$ cat config.mk
export PLATFORM = sky130hd
export DESIGN_NAME = y_capture_streamer
export DESIGN_NICKNAME = d
export VERILOG_FILES = /design/src/rtl/ycap_pkg.sv /design/src/rtl/y_capture_streamer_misr_step.sv /design/src/rtl/y_capture_streamer.sv
export SDC_FILE = /design/constraint.sdc
export NUM_CORES = 2
export LEC_CHECK = 0
export BUFFER_PORTS_ARGS = -buffer_cell sky130_fd_sc_hd__buf_2
export CAP_MARGIN = 20
export CORE_AREA = 2 2 367 369
export CTS_BUF_LIST = sky130_fd_sc_hd__clkbuf_4 sky130_fd_sc_hd__clkbuf_8 sky130_fd_sc_hd__clkbuf_16
export CTS_CLUSTER_SIZE = 16
export DETAILED_ROUTE_END_ITERATION = 8
export DIE_AREA = 0 0 369 371
export SLEW_MARGIN = 20
export SYNTH_ARGS = -nofsm -noshare
export SYNTH_HDL_FRONTEND = slang
export SYNTH_SLANG_ARGS = --single-unit
$ cat constraint.sdc
create_clock -name clk -period 2.2 [get_ports clk]
set_clock_uncertainty 0.15 [all_clocks]
set_input_delay 0.22 -clock clk [delete_from_list [all_inputs] [get_ports clk]]
set_output_delay 0.22 -clock clk [all_outputs]
set_load 0.1 [all_outputs]
$ cat src/rtl/ycap_pkg.sv
// ycap_pkg: shared state encoding, beat-count helper and MISR defaults for the y capture streamer
package ycap_pkg;
  typedef enum logic [1:0] {IDLE, STREAM, SIGN} state_t;
  localparam logic [31:0] DEF_POLY = 32'h04C11DB7;
  localparam logic [31:0] DEF_SEED = 32'h00000000;
  function automatic int nbeats(input int yw, input int cw);
    return (yw + cw - 1) / cw;
  endfunction
endpackage

$ cat src/rtl/y_capture_streamer_misr_step.sv
// misr_step: combinational next-signature function of a W-bit MISR
module misr_step #(
  parameter int W = 32
) (
  input  logic [W-1:0] sig,
  input  logic [W-1:0] data,
  input  logic [W-1:0] poly,
  output logic [W-1:0] sig_next
);
  always_comb sig_next = {sig[W-2:0], 1'b0} ^ (sig[W-1] ? poly : '0) ^ data;
endmodule

$ cat src/rtl/y_capture_streamer.sv
// y_capture_streamer: latches y and streams it as CHUNK-bit beats followed by a MISR signature beat
module y_capture_streamer
  import ycap_pkg::*;
#(
  parameter int Y_WIDTH = 867,
  parameter int CHUNK = 32,
  parameter logic [CHUNK-1:0] POLY = CHUNK'(DEF_POLY),
  parameter logic [CHUNK-1:0] SEED = CHUNK'(DEF_SEED)
) (
  input  logic               clk,
  input  logic               rst_n,
  input  logic [Y_WIDTH-1:0] y_in,
  input  logic               cap_req,
  output logic               cap_busy,
  output logic [CHUNK-1:0]   out_data,
  output logic               out_valid,
  input  logic               out_ready,
  output logic               out_last,
  output logic               out_is_sig,
  output logic [CHUNK-1:0]   sig,
  output logic               overrun,
  output logic [15:0]        cap_count
);
  localparam int NB = nbeats(Y_WIDTH, CHUNK);
  localparam int PW = NB * CHUNK;
  localparam int IW = $clog2(NB + 1);
  state_t state;
  logic [PW-1:0] y_cap;
  logic [PW-1:0] y_pad;
  logic [IW-1:0] idx;
  logic [CHUNK-1:0] sig_next;
  logic hs, take, ovr_hit, last_beat;
  misr_step #(.W(CHUNK)) u_misr (
    .sig(sig),
    .data(out_data),
    .poly(POLY),
    .sig_next(sig_next)
  );
  always_comb begin
    y_pad = PW'(y_in);
    hs = out_valid & out_ready;
    take = cap_req & ((state == IDLE) | ((state == SIGN) & hs));
    ovr_hit = cap_req & (state != IDLE) & ~take;
    last_beat = idx == IW'(NB - 1);
    cap_busy = state != IDLE;
  end
  always_ff @(posedge clk) begin
    if (!rst_n) begin
      state <= IDLE;
      y_cap <= '0;
      idx <= '0;
      sig <= SEED;
      out_data <= '0;
      out_valid <= 1'b0;
      out_last <= 1'b0;
      out_is_sig <= 1'b0;
      overrun <= 1'b0;
      cap_count <= '0;
    end else begin
      if (ovr_hit) overrun <= 1'b1;
      if (take) begin
        state <= STREAM;
        y_cap <= y_pad >> CHUNK;
        idx <= '0;
        sig <= SEED;
        cap_count <= cap_count + 1'b1;
        out_data <= y_pad[CHUNK-1:0];
        out_valid <= 1'b1;
        out_last <= 1'b0;
        out_is_sig <= 1'b0;
      end else if (hs && state == STREAM) begin
        sig <= sig_next;
        idx <= idx + 1'b1;
        y_cap <= y_cap >> CHUNK;
        out_data <= last_beat ? sig_next : y_cap[CHUNK-1:0];
        out_last <= last_beat;
        out_is_sig <= last_beat;
        if (last_beat) state <= SIGN;
      end else if (hs && state == SIGN) begin
        state <= IDLE;
        out_valid <= 1'b0;
        out_last <= 1'b0;
        out_is_sig <= 1'b0;
      end
    end
  end
endmodule
==> flow_summary.ini <==
[setup_path]
crit_type = flip-flop to flip-flop
cp.arrival_ns = 2.58
crit_required_ns = 2.64
reg2reg_slack_ns = 0.05
cp-end-kind = flip-flop
crit_fanout = 34
crit_path_start_kind = flip-flop

[yosys]
synth_cell_types = 39
yosysSeqAreaShare_pct = 50.6
ys_ff_latch = 925
synth_area_mm2 = 0.0366
yosys_warnings = 0
ys_top_cells_by_area = dfxtp_1 (51%), a22oi_1 (15%), a21oi_1 (11%)
synth_top_area_share_pct = 50.6
synthCells = 4343
syn_avg_cell_area_um2 = 8.42
synth_nets = 5216
yosys.area.top_type = dfxtp_1

[floorplanning]
top_level_ports = 956
start_util_pct = 27.5
die_w_um = 369
core_mm2 = 0.133
row_count = 134
die-area_mm2 = 0.137
die_y_um = 371

[layout]
final_cells = 7952
drive_gt1_share_pct = 22.3
n_fill_cell = 12900
fin_nets = 6930
multi_input_area_mm2 = 0.0162
area_delta_synth_final_pct = 54.9
final-seq-area_mm2 = 0.0185

[status]
status = finished clean

[sta]
min_period_ns = 2.15
rsz0062_at_grt = false
max_freq_mhz = 466
report.final.slew_viol_count = 0
slew_headroom_pct = 64.1
worst_slew_pin_slew_ns = 0.539
setup-tns-final_ns = 0
hold_viol_final = 0
setup_violations = 0
finalCritPeriodShare_pct = 97.5

[detailed_routing]
vias = 41600
drc = 0
drt_iter0_markers = 4023
routed_wl_mm = 172
firstDrtPassIters = 8
antenna_left = 0
vias_per_cell = 5.23
wl_per_cell_um = 21.6

[grt]
grt_use_met1_pct = 29.1
grt_max_degree = 81
grt_overflow = 0
grt_pass1_wl_mm = 248
busiest_layer = met2
met3_usage_pct = 4.57
grtUsageMet2_pct = 39.1
antenna_found_initial = 39
track_usage_pct = 23.6
grt_pass1_vias = 40100

[clock_network]
numCtsBuffers = 103
clkLatencyLatePin_ns = 0.71
cts_tree = built
cts_root_buf = clkbuf_16
post-cts-setup-buffers = 0
cts_buffer_depth = 3
clk_pin_slew_worst_paths_ns = 0.06
cts_max_level = 3
cts.sinks = 925

[pwr]
peakVddDrop_uv = 574
power_frac_seq_pct = 43.0
leakagePower_nw = 21.8
p_sw_share_pct = 27.4
power.density_mw_per_mm2 = 768
p_int_w = 0.0316
p_sw_w = 0.0119
p_clk_share_pct = 41.3
combPwrFrac_pct = 15.7

[flow_run]
max_cap_viol_count = 0

[worst_hold_path]
hold_class = input pin to flip-flop

[placed_design]
portBuffers = 955
hpwlAfterDp_mm = 121
globalplace.congestion = 0.925
placed_cells = 6848
-- state kept, by name, indices dropped and copies added (netlist names) --
register and flops:
cap_count 16, idx 5, out_data 32, out_is_sig 1, out_valid 1, overrun 1, sig 32, state 2
y_cap 835
-- layer usage --
metal	routed length (µm)	vias to the layer above
met1	69100	19800
met4	9610	8
met3	11900	579
li1	-	19100
met5	50	-
met2	80900	2040
-- stage by stage --
stage          setup slack (ns)  util, %  cell area, µm²  total power [W]  hold slack, ns
3_5_place_dp             0.0534     33.3           44300           0.0245           0.295
2_1_floorplan            0.0378        -           36600           0.0218           0.206
3_3_place_gp              0.110     33.3           44300           0.0244           0.289
4_1_cts                  0.0147     42.5           56500           0.0437          0.0727
6_report                 0.0540     42.7           56700           0.0435           0.145
5_1_grt                 0.00133     42.6           56600           0.0451           0.121
-- critical path: stages (launching register included) --
cell and delay, ns:
dfxtp_1 0.40, a21boi_1 0.33, nor2_4 0.08, buf_12 0.17, buf_12 0.19, a22oi_1 0.43, buf_4 0.20, a21oi_1 0.05
-- worst paths after layout --
check,from,endpoint,depth (start not counted)
max,state[1]$_SDFFE_PP0P_,y_cap[184]$_SDFFE_PN0P_,7
min,y_in[843],y_cap[811]$_SDFFE_PN0P_,4
min reg2reg,y_cap[226]$_SDFFE_PN0P_,y_cap[226]$_SDFFE_PN0P_,2
max reg2reg,state[1]$_SDFFE_PP0P_,y_cap[184]$_SDFFE_PN0P_,7
-- cells in the final DEF (no fill, tap or decap), types with 5 or more instances in the layout --
cell type      synthesis  layout
xnor2_1               51      51
nor2_1               147     147
nor3_1                21      21
buf_4                 21     129
dlygate4sd3_1          0     871
buf_2                140     953
o21ai_0               25      25
a22oi_1              708     707
dfxtp_1              925     916
a21oi_1              790     790
or3_1                  5       5
a311oi_1              95      95
a211oi_1              19      19
bufinv_16              0       7
clkbuf_4               0      31
nand2_1              985     984
clkbuf_8               0      17
dfxtp_2                0       8
xor2_1                 6       6
diode_2                0      43
clkbuf_16              0     107
o21a_1                19      19
clkinv_2               0      19
a2111oi_0             19      18
o221ai_1              13      13
nand3_1               58      58
buf_12                 0      74
-- cell families (layout without fill, tap and decap cells) --
logic type,Yosys count,count (layout),share of synthesized area [%]
other,0,43,0
multiplexers,2,2,0.0547
AO/OA/AOI/OAI,1692,1692,29.6
buffers and inverters,427,2225,5.08
AND/OR/NAND/NOR,1238,1238,13.2
adder cells (fa/ha/maj),2,2,0.0684
XOR/XNOR,57,57,1.36
flip-flops,925,925,50.6
-- cell type report --
| type | instances | share of cell area, % |
|---|---|---|
| clock buffer | 153 | 5.49 |
| clock inverter | 36 | 0.704 |
| multi-input combinational | 2991 | 28.7 |
| timing repair buffer | 2032 | 28.3 |
| sequential | 925 | 32.7 |
| tap | 1768 | 3.90 |
| antenna | 43 | 0.190 |
| inverter | 4 | 0.0397 |
-- synth_stat cells (all sizes together) --
library cell / instances
or3: 5
and3: 2
nor4: 2
and4: 2
o21ai: 25
clkbuf: 239
o221ai: 13
o21a: 19
nor2: 148
xor2: 6
nand2: 985
a21bo: 1
nor4b: 1
mux2i: 2
a211oi: 19
a21oi: 791
a21boi: 1
ha: 2
a311oi: 95
buf: 184
nor3: 21
nand4: 4
nand2b: 2
or2: 1
nand4b: 3
inv: 4
a31oi: 1
a22oi: 708
nand3: 58
xnor2: 51
dfxtp: 925
and4b: 3
a2111oi: 19
nor2b: 1
-- what timing repair did --
| action | in CTS | in global routing |
|---|---|---|
| setup endpoints to repair | 1 | 76 |
| resized for setup | 2 | 7 |
| hold buffers | 871 | 0 |
| endpoints found under the hold margin | 876 | 0 |
| cloned | 0 | 1 |
-- power by group through the flow --
stage | combinational, W | sequential (W) | clock [W]
2_1_floorplan | 0.00271 | 0.0191 | 0
3_5_place_dp | 0.00540 | 0.0191 | 0
6_report | 0.00684 | 0.0187 | 0.0180
4_1_cts | 0.00672 | 0.0187 | 0.0183
5_1_grt | 0.00734 | 0.0188 | 0.0189
3_3_place_gp | 0.00534 | 0.0190 | 0
(Power assumes the default switching activity.)
